## src/rtl/mux2_rr_arbiter_pkg.sv

```systemverilog
// Shared encodings and helpers for the round-robin, burst-limited 2:1 mux arbiter.
package mux2_rr_arbiter_pkg;

  localparam int CNT_W = 4;

  localparam logic SRC_A = 1'b0;
  localparam logic SRC_B = 1'b1;

  typedef enum logic [1:0] {
    ST_IDLE    = 2'd0,
    ST_SERVE_A = 2'd1,
    ST_SERVE_B = 2'd2
  } state_e;

  // State that records ownership by the given source.
  function automatic state_e serve_state(input logic src);
    if (src == SRC_B) begin
      return ST_SERVE_B;
    end else begin
      return ST_SERVE_A;
    end
  endfunction

  function automatic logic [CNT_W-1:0] sat_inc(input logic [CNT_W-1:0] c,
                                               input logic [CNT_W-1:0] lim);
    if (c >= lim) begin
      return lim;
    end else begin
      return c + 4'd1;
    end
  endfunction

endpackage

```

## src/rtl/mux2_rr_arbiter_mux2_w.sv

```systemverilog
// Parameterized combinational 2:1 multiplexer; s=0 selects a, s=1 selects b.
module mux2_w #(
  parameter int WIDTH = 8
) (
  input  logic [WIDTH-1:0] a,
  input  logic [WIDTH-1:0] b,
  input  logic             s,
  output logic [WIDTH-1:0] y
);

  assign y = s ? b : a;

endmodule

```

## src/rtl/mux2_rr_arbiter.sv

```systemverilog
// Round-robin, burst-limited arbiter steering two valid/ready producers through a
// 2:1 mux into a single registered valid/ready output channel.
module mux2_rr_arbiter
  import mux2_rr_arbiter_pkg::*;
#(
  parameter int WIDTH = 8,
  parameter int BURST = 4
) (
  input  logic             clk,
  input  logic             rst_n,
  input  logic             a_valid,
  output logic             a_ready,
  input  logic [WIDTH-1:0] a_data,
  input  logic             b_valid,
  output logic             b_ready,
  input  logic [WIDTH-1:0] b_data,
  output logic             y_valid,
  input  logic             y_ready,
  output logic [WIDTH-1:0] y_data,
  output logic             y_src
);

  localparam logic [CNT_W-1:0] BURST_C = CNT_W'(BURST);

  state_e             state_q, state_d;
  logic [CNT_W-1:0]   cnt_q, cnt_d;
  logic               last_q, last_d;
  logic               y_valid_q, y_valid_d;
  logic [WIDTH-1:0]   y_data_q, y_data_d;
  logic               y_src_q, y_src_d;

  logic               load;
  logic               win_vld;
  logic               win_src;
  logic [WIDTH-1:0]   mux_y;

  mux2_w #(.WIDTH(WIDTH)) u_mux (
    .a (a_data),
    .b (b_data),
    .s (win_src),
    .y (mux_y)
  );

  // Winner selection: a sole requester wins; under contention the owner keeps the
  // grant until its burst is used up, and from IDLE the grant goes opposite to last.
  always_comb begin
    load    = !y_valid_q || y_ready;
    win_vld = 1'b0;
    win_src = SRC_A;
    if (a_valid && b_valid) begin
      win_vld = 1'b1;
      case (state_q)
        ST_SERVE_A: win_src = (cnt_q < BURST_C) ? SRC_A : SRC_B;
        ST_SERVE_B: win_src = (cnt_q < BURST_C) ? SRC_B : SRC_A;
        default:    win_src = ~last_q;
      endcase
    end else if (a_valid) begin
      win_vld = 1'b1;
      win_src = SRC_A;
    end else if (b_valid) begin
      win_vld = 1'b1;
      win_src = SRC_B;
    end else begin
      win_vld = 1'b0;
      win_src = SRC_A;
    end
  end

  // Handshake back to the producers; held low while reset is asserted.
  always_comb begin
    a_ready = rst_n && load && win_vld && (win_src == SRC_A);
    b_ready = rst_n && load && win_vld && (win_src == SRC_B);
  end

  // Next-state for the output register, ownership state, burst counter and last winner.
  always_comb begin
    state_d   = state_q;
    cnt_d     = cnt_q;
    last_d    = last_q;
    y_valid_d = y_valid_q;
    y_data_d  = y_data_q;
    y_src_d   = y_src_q;
    if (load && win_vld) begin
      y_valid_d = 1'b1;
      y_data_d  = mux_y;
      y_src_d   = win_src;
      state_d   = serve_state(win_src);
      last_d    = win_src;
      if (state_q == serve_state(win_src)) begin
        cnt_d = sat_inc(cnt_q, BURST_C);
      end else begin
        cnt_d = 4'd1;
      end
    end else if (load) begin
      y_valid_d = 1'b0;
      state_d   = ST_IDLE;
      cnt_d     = 4'd0;
    end else begin
      state_d = state_q;
    end
  end

  // State and output registers; last resets to B so A wins the first tie.
  always_ff @(posedge clk or negedge rst_n) begin
    if (!rst_n) begin
      state_q   <= ST_IDLE;
      cnt_q     <= 4'd0;
      last_q    <= SRC_B;
      y_valid_q <= 1'b0;
      y_data_q  <= '0;
      y_src_q   <= SRC_A;
    end else begin
      state_q   <= state_d;
      cnt_q     <= cnt_d;
      last_q    <= last_d;
      y_valid_q <= y_valid_d;
      y_data_q  <= y_data_d;
      y_src_q   <= y_src_d;
    end
  end

  assign y_valid = y_valid_q;
  assign y_data  = y_data_q;
  assign y_src   = y_src_q;

endmodule

```

## config.mk

```make
export PLATFORM = sky130hd
export DESIGN_NAME = mux2_rr_arbiter
export DESIGN_NICKNAME = d
export VERILOG_FILES = /design/src/rtl/mux2_rr_arbiter_pkg.sv /design/src/rtl/mux2_rr_arbiter_mux2_w.sv /design/src/rtl/mux2_rr_arbiter.sv
export SDC_FILE = /design/constraint.sdc
export NUM_CORES = 1
export LEC_CHECK = 0
export CAP_MARGIN = 20
export CELL_PAD_IN_SITES_DETAIL_PLACEMENT = 0
export CELL_PAD_IN_SITES_GLOBAL_PLACEMENT = 1
export CORE_ASPECT_RATIO = 1.75
export CORE_MARGIN = 2
export CORE_UTILIZATION = 32
export DETAILED_ROUTE_END_ITERATION = 8
export PLACE_DENSITY_LB_ADDON = 0.1
export SYNTH_ARGS = -nofsm -noshare
export SYNTH_HDL_FRONTEND = slang
export SYNTH_SLANG_ARGS = --single-unit
export TNS_END_PERCENT = 5
```

## constraint.sdc

```tcl
create_clock -name clk -period 2.9 [get_ports clk]
set_clock_uncertainty 0.15 [all_clocks]
set_input_delay 0.435 -clock clk [delete_from_list [all_inputs] [get_ports clk]]
set_output_delay 0.435 -clock clk [all_outputs]
set_load 0.02 [all_outputs]
```

==> out/qor.log, run 1 <==
qor: synthesis.syn_nets 95
qor: clocking.htreeDepth 1
qor: critical_path.critical_path_class flip-flop to output port
qor: clocking.cts.root.buffer_cell sky130_fd_sc_hd__clkbuf_8
qor: clocking.tritoncts_clock_tree yes
qor: placement.place.gp.congestion 0.705
qor: sta.finalHoldWorstSlack 0.217 ns
qor: floorplan.io_pins 33
qor: clocking.insertion_delay 0.25 ns
qor: drt.drc_errors 0
qor: critical_path.critical_path.startpoint state_q[1]
qor: critical_path.startpoint_type flip-flop
qor: synthesis.synth_cell_types 31
qor: critical_path.reg2regPathDepth 7
qor: grt.grt.overflow.total 0
qor: pwr.power_switching 0.215 mW
qor: sta.grt_setup_unrepaired false
qor: synthesis.synthSimpleGateAreaFrac 17.9%
qor: drt.detail_route.wl_per_cell 14.4 um
qor: critical_path.endpoint_kind_of_the_worst_setup_timing_path output port
qor: drt.overall_via_count_from_detail_route 690
qor: grt.vias_in_the_first_global_route 768
qor: placement.place.port_buffers 32
qor: sta.hold_viol 0
qor: critical_path.path_cells ha_1 -> or2b_2 -> o221ai_1 -> o21a_2 -> nor2_2 -> and2_1 -> dlygate4sd2_1
qor: pwr.power.share.clock 24.2%
qor: sta.worstMarginPinSlew 0.286 ns
qor: layout.layout-area-overhead-vs-synth 48.9%
qor: pwr.power_frac_seq 41.4%
qor: pwr.p_leak 0.564 nW
qor: layout.fillerInstances 249
qor: pwr.power_report.internal_total 0.514 mW
qor: drt.drt_first_iter_violations 26
qor: grt.track_usage 14.1%
qor: grt.grt_antenna_before_repair 0
qor: synthesis.synth_xor_xnor_area_share 0%
qor: synthesis.synth_top_family_by_area compound AO/OA/AOI/OAI gates
qor: layout.layout.cells.most_common_list 30 x sky130_fd_sc_hd__clkdlybuf4s50_1, 16 x sky130_fd_sc_hd__dfrtp_1, 10 x sky130_fd_sc_hd__and2_1
qor: sta.setup_violations 0
qor: layout.post-route-util 50.0%
qor: sta.min_period_over_period 94.1%
qor: critical_path.top_fanout_value_on_the_critical_path 4
qor: drt.met2_wirelength 1080 um
qor: sta.timing.final.crit_period 2.73 ns
qor: synthesis.postSynthCellCount 71
qor: floorplan.dieWidth 42.7 um
qor: worst_hold_path.timing.hold.worst.class input pin to async pin
qor: synthesis.synth_area_in_adders 4.48%
qor: critical_path.critPathArrivalTime 2.14 ns
qor: pwr.power.density 585 nW/um2
qor: grt.maximum_number_of_pins_on_one_net_before_global_route_repair 17
qor: pwr.p_sw_share 29.5%
qor: layout.num_antenna_cells 0
qor: critical_path.regToRegStartpoint state_q[1]
qor: drt.firstDrtPassIters 2
qor: floorplan.die_h 71.7 um
qor: clocking.clk_pin_slew 0.07 ns
qor: grt.wire_length_of_the_first_global_routing_pass 3370 um
qor: drt.wl_met1 797 um
qor: drt.route.top_layer_used met4
qor: synthesis.number_of_warnings_reported_in_the_yosys_synthesis_log 0
qor: status.run_status completed
qor: critical_path.crit_cells 7
qor: synthesis.synthMuxAreaShare 0%
qor: clocking.clock-sinks 17
qor: critical_path.cell_class_contributing_the_biggest_share_of_worst_path_delay simple AND/OR/NAND/NOR gates
qor: pwr.power.ir.vdd_worst 0.249 mV
qor: synthesis.syn_avg_cell_area 11.8 um2
qor: synthesis.ys_ff_latch 17
qor: floorplan.fp.dieArea 3060 um2
qor: layout.layout-drive-gt1-share 20.9%
qor: synthesis.netlist_area_pre_place 837 um2
qor: synthesis.ys_seq_area_share 51.0%
qor: floorplan.num_rows 24
qor: pwr.power_frac_comb 34.3%
qor: drt.routed_via_density 5.07
qor: floorplan.design.core.area 2490 um2
qor: floorplan.initial_standard_cell_utilization_of_the_core 33.6%
qor: layout.layout_commonest_cell sky130_fd_sc_hd__clkdlybuf4s50_1
qor: sta.finalSetupTns 0 ns
qor: layout.finish.net_count 135
qor: synthesis.synth_compound_gate_area_share 22.0%
qor: drt.dr_wl_met3 74 um
qor: drt.ant_nets 0
qor: clocking.cts.path.max_buffers 2
qor: critical_path.worstPathBufferInverterCount 1
qor: critical_path.cell_type_of_the_slowest_stage_on_the_worst_timing_path sky130_fd_sc_hd__dfrtp_1
qor: sta.maxSlewHeadroom 80.9%
qor: critical_path.cpPeakStageDelay 0.41 ns
qor: placement.dp.final_hpwl 1450 um
qor: sta.final_max_slew_viol_count 0
qor: critical_path.critPathRequiredTime 2.32 ns
qor: run.max_cap_violations 0
qor: sta.fmax 366 MHz
qor: drt.wl 1960 um
qor: clocking.cts-buffers-inserted 3
==> path summary, 6_finish.rpt <==
path	to	slack (ns)
min in group clk	y_src	0.34
worst min-delay path	y_data[3]	0.22
worst min register to register	y_src	0.34
worst max register to register	y_data[3]	0.70
max in group asynchronous	last_q	1.87
worst max-delay path	a_ready	0.17
==> synthesized netlist by cell type <==
cell	instances	area share, %
sky130_fd_sc_hd__nor2_2	2	1.5
sky130_fd_sc_hd__a22o_1	1	1.0
sky130_fd_sc_hd__dfstp_2	1	3.1
sky130_fd_sc_hd__a21oi_1	1	0.60
sky130_fd_sc_hd__nor2b_4	1	1.6
sky130_fd_sc_hd__a22o_2	1	1.2
sky130_fd_sc_hd__o22ai_1	1	0.75
sky130_fd_sc_hd__buf_2	1	0.60
sky130_fd_sc_hd__ha_1	3	4.5
sky130_fd_sc_hd__o21ai_0	1	0.60
sky130_fd_sc_hd__buf_6	2	2.7
sky130_fd_sc_hd__and3_1	1	0.75
sky130_fd_sc_hd__nor3_1	1	0.60
sky130_fd_sc_hd__a221o_1	6	7.2
sky130_fd_sc_hd__and2_1	10	7.5
sky130_fd_sc_hd__nor2_1	2	0.90
sky130_fd_sc_hd__a21o_1	1	0.90
sky130_fd_sc_hd__or3_1	1	0.75
sky130_fd_sc_hd__o221ai_1	1	1.0
sky130_fd_sc_hd__or2b_2	1	1.0
sky130_fd_sc_hd__o21a_2	1	1.0
sky130_fd_sc_hd__nor4_1	1	0.75
sky130_fd_sc_hd__nor2b_1	1	0.75
sky130_fd_sc_hd__and2_2	1	0.90
sky130_fd_sc_hd__inv_1	3	1.3
sky130_fd_sc_hd__dfrtp_1	16	48
sky130_fd_sc_hd__a21o_2	3	3.1
sky130_fd_sc_hd__o211ai_1	1	0.90
sky130_fd_sc_hd__a221o_2	2	2.7
sky130_fd_sc_hd__o21bai_1	1	0.90
sky130_fd_sc_hd__nand2_1	2	0.90
==> cell families (layout without fill, tap and decap cells) <==
| kind of cell | Yosys count | after routing |
|---|---|---|
| flops | 17 | 17 |
| buf+inv | 6 | 45 |
| fa+ha+maj | 3 | 3 |
| simple gates | 24 | 24 |
| compound gates | 21 | 21 |
==> registers in the layout, summed over array words and instances (netlist names) <==
| signal | cells |
|---|---|
| y_data | 8 |
| last_q | 1 |
| cnt_q | 4 |
| y_src | 1 |
| y_valid | 1 |
| state_q | 2 |
==> power groups by stage <==
stage | Combinational (mW) | Clock (mW) | Sequential (mW)
5_1_grt | 0.273 | 0.189 | 0.307
3_5_place_dp | 0.256 | 0 | 0.305
2_1_floorplan | 0.104 | 0 | 0.336
6_report | 0.250 | 0.177 | 0.302
4_1_cts | 0.255 | 0.183 | 0.303
3_3_place_gp | 0.251 | 0 | 0.305
==> repair_timing <==
item / CTS / global route
pin swaps: 0 / 0
setup endpoints to repair: 2 / 1
gates resized for setup: 2 / 2
hold buffers: 0 / 0
buffers inserted: 0 / 0
==> per-layer routing <==
layer / GRT usage (%) / vias to the layer above
li1: - / 337
met1: 16.2 / 336
met2: 25.9 / 15
met3: 3.02 / 2
met4: 3.13 / 0
met5: 0 / -
==> through the flow <==
stage               power [mW]  std cells  area (um2)  setup WS (ns)
floorplan                0.440         71         837          0.496
global placement         0.557        132        1210          0.143
detailed placement       0.561        132        1210         0.0830
CTS                      0.741        136        1250         0.0687
global route             0.770        136        1250         0.0752
finish                   0.729        136        1250          0.171
==> layout make-up <==
type	count	area [um2]	share of cell area, %
Timing Repair Buffer	38	359	28.8
Sequential cell	17	427	34.2
Tap cell	26	32.5	2.61
Inverter	3	11.3	0.904
Multi-Input combinational cell	48	372	29.8
Clock buffer	4	45.0	3.61
Power figures use the tool's default switching activity.
==> run 2, diff against run 1 <==
--- a/config.mk
+++ b/config.mk
@@ -5,7 +5,6 @@
 export SDC_FILE = /design/constraint.sdc
 export NUM_CORES = 1
 export LEC_CHECK = 0
-export CAP_MARGIN = 20
 export CELL_PAD_IN_SITES_DETAIL_PLACEMENT = 0
 export CELL_PAD_IN_SITES_GLOBAL_PLACEMENT = 1
 export CORE_ASPECT_RATIO = 1.75
@@ -13,6 +12,7 @@
 export CORE_UTILIZATION = 32
 export DETAILED_ROUTE_END_ITERATION = 8
 export PLACE_DENSITY_LB_ADDON = 0.1
+export SLEW_MARGIN = 10
 export SYNTH_ARGS = -nofsm -noshare
 export SYNTH_HDL_FRONTEND = slang
 export SYNTH_SLANG_ARGS = --single-unit
==> results of run 2 <==
The final DEF is identical to that of run 1; final timing and power are the same.
==> run 3, diff against run 2 <==
--- a/config.mk
+++ b/config.mk
@@ -8,8 +8,9 @@
 export CELL_PAD_IN_SITES_DETAIL_PLACEMENT = 0
 export CELL_PAD_IN_SITES_GLOBAL_PLACEMENT = 1
 export CORE_ASPECT_RATIO = 1.75
-export CORE_MARGIN = 2
+export CORE_MARGIN = 10
 export CORE_UTILIZATION = 32
+export CTS_CLUSTER_SIZE = 14
 export DETAILED_ROUTE_END_ITERATION = 8
 export PLACE_DENSITY_LB_ADDON = 0.1
 export SLEW_MARGIN = 10
==> run 3 against run 2 <==
  * Critical path depth is the same
  * Routed wire length grew 18%
  * Final cell count is the same
==> out/qor.log, run 3 (synthesized netlist as in run 1, its figures left out) <==
qor: clocking.tritoncts_clock_tree yes
qor: sta.setup_violations 0
qor: sta.hold_viol 0
qor: drt.drc_errors 0
qor: critical_path.cell_class_contributing_the_biggest_share_of_worst_path_delay simple AND/OR/NAND/NOR gates
qor: layout.largest_register_ff_count 8
qor: sta.fmax 365 MHz
qor: drt.drt_first_iter_violations 14
qor: pwr.total_power 0.733 mW
qor: critical_path.critPathRequiredTime 2.32 ns
qor: clocking.cts-buffers-inserted 3
qor: sta.maxSlewHeadroom 80.9%
qor: grt.wire_length_of_the_first_global_routing_pass 3890 um
qor: clocking.htreeDepth 1
qor: floorplan.num_rows 24
qor: grt.track_usage 9.71%
qor: grt.grt.overflow.total 0
qor: drt.firstDrtPassIters 4
qor: sta.timing.final.crit_period 2.74 ns
qor: layout.layout-area-overhead-vs-synth 49.0%
qor: layout.layout-drive-gt1-share 21.8%
qor: status.run_status completed
qor: critical_path.cpPeakStageDelay 0.41 ns
qor: layout.layout.cells.most_common_list 30 x sky130_fd_sc_hd__clkdlybuf4s50_1, 16 x sky130_fd_sc_hd__dfrtp_1, 10 x sky130_fd_sc_hd__and2_1
qor: drt.ant_nets 0
qor: critical_path.top_fanout_value_on_the_critical_path 4
qor: clocking.cts.path.max_buffers 2
qor: layout.final-seq-area 427 um2
qor: pwr.power.ir.vdd_worst 0.260 mV
qor: critical_path.startpoint_type flip-flop
qor: grt.vias_in_the_first_global_route 819
qor: pwr.power.density 588 nW/um2
qor: placement.dp.final_hpwl 1770 um
qor: layout.layout_commonest_cell sky130_fd_sc_hd__clkdlybuf4s50_1
qor: worst_hold_path.timing.hold.worst.class input pin to async pin
qor: drt.overall_via_count_from_detail_route 697
qor: sta.setup_ws 0.163 ns
qor: critical_path.critPathArrivalTime 2.15 ns
qor: critical_path.worstPathBufferInverterCount 1
qor: drt.detail_route.wl_per_cell 17.1 um
qor: grt.maximum_number_of_pins_on_one_net_before_global_route_repair 17
qor: sta.final_max_slew_viol_count 0
qor: critical_path.endpoint_kind_of_the_worst_setup_timing_path output port
qor: clocking.insertion_delay 0.25 ns
qor: layout.finish.instance_area 1250 um2
qor: grt.grt_antenna_before_repair 0
qor: floorplan.fp.dieArea 5140 um2
qor: sta.min_period_over_period 94.4%
qor: pwr.p_leak 0.567 nW
qor: sta.worstMarginPinSlew 0.286 ns
qor: floorplan.design.core.area 2490 um2
qor: critical_path.path_cells ha_1 -> or2b_2 -> o221ai_1 -> o21a_2 -> nor2_2 -> and2_1 -> dlygate4sd2_1
qor: run.max_cap_violations 0
qor: drt.wl 2320 um
qor: floorplan.dieWidth 58.7 um
qor: clocking.clk_pin_slew 0.07 ns
qor: floorplan.die_h 87.7 um
qor: critical_path.cell_type_of_the_slowest_stage_on_the_worst_timing_path sky130_fd_sc_hd__dfrtp_1
qor: floorplan.initial_standard_cell_utilization_of_the_core 33.6%
qor: layout.num_antenna_cells 0
qor: placement.place.port_buffers 32
qor: layout.fillerInstances 255
qor: layout.area_taken_by_multi_input_logic_gates 372 um2
qor: placement.pre_cts_slack 0.0863 ns
qor: critical_path.critical_path_class flip-flop to output port
qor: clocking.clock-sinks 17
qor: clocking.cts.root.buffer_cell sky130_fd_sc_hd__clkbuf_8
qor: layout.finish.net_count 135
qor: sta.finalSetupTns 0 ns
qor: drt.routed_via_density 5.13
qor: floorplan.io_pins 33
qor: placement.place.gp.congestion 0.716
qor: sta.grt_setup_unrepaired false
qor: placement.postPlaceCellArea 1210 um2
qor: clocking.cts.hold.buffers_added 0
## run 3: cell types whose count changed in the layout (fill, tap and decap cells not counted), sizes merged
cell / previous run / this run
clkbuf: 5 / 4
clkinv: 0 / 1
## run 3: what timing repair did
item,in CTS,in global routing
setup endpoints to repair,2,1
endpoints found under the hold margin,0,0
gates resized for setup,2,2
buffers inserted,0,0
## run 3: worst paths after layout
check / from / end / slack [ns] / cells past startpoint
min in group clk: y_src / y_src / 0.34 / 1
setup reg to reg: state_q[1] / y_data[2] / 0.71 / 7
hold / removal: rst_n / y_data[4] / 0.22 / 1
hold reg to reg: y_src / y_src / 0.34 / 1
setup / recovery: state_q[1] / a_ready / 0.16 / 7
max in group asynchronous: rst_n / last_q / 1.86 / 2
## run 3: layer usage
layer / share of wire (%) / vias to the layer above / GRT usage (%)
li1: - / 339 / -
met3: 5.8 / 2 / 3.48
met1: 39 / 340 / 9.70
met5: 0 / - / 0
met4: 0.82 / 0 / 4.40
met2: 55 / 16 / 17.3
## run 3: area by class of cell
class,instances,share of cell area [%]
clock inverters,1,0.401
multi-input cells,48,29.8
well taps,26,2.61
flip-flops and latches,17,34.2
repair buffers,38,28.8
clock buffers,3,3.31
inverters,3,0.903
## run 3: power by group
part	total [mW]	internal, mW	switching, mW
clock	0.178	0.0953	0.0832
combinational	0.253	0.137	0.116
sequential	0.301	0.279	0.0227
total	0.733	0.511	0.222
## run 3: worst register-to-register path, stage by stage, from the launching register on
cell	delay (ns)
sky130_fd_sc_hd__dfrtp_1	0.41
sky130_fd_sc_hd__ha_1	0.30
sky130_fd_sc_hd__or2b_2	0.29
sky130_fd_sc_hd__o221ai_1	0.20
sky130_fd_sc_hd__o21a_2	0.19
sky130_fd_sc_hd__nor2_2	0.05
sky130_fd_sc_hd__buf_4	0.17
sky130_fd_sc_hd__a221o_2	0.33
## run 3: per-stage QoR
stage / hold slack, ns / cells / utilization (%)
6_report: 0.221 / 136 / 50.1
5_1_grt: 0.225 / 136 / 50.1
4_1_cts: 0.222 / 136 / 50.2
3_5_place_dp: 0.327 / 132 / 48.4
3_3_place_gp: 0.322 / 132 / 48.4
2_1_floorplan: -0.0106 / 71 / -
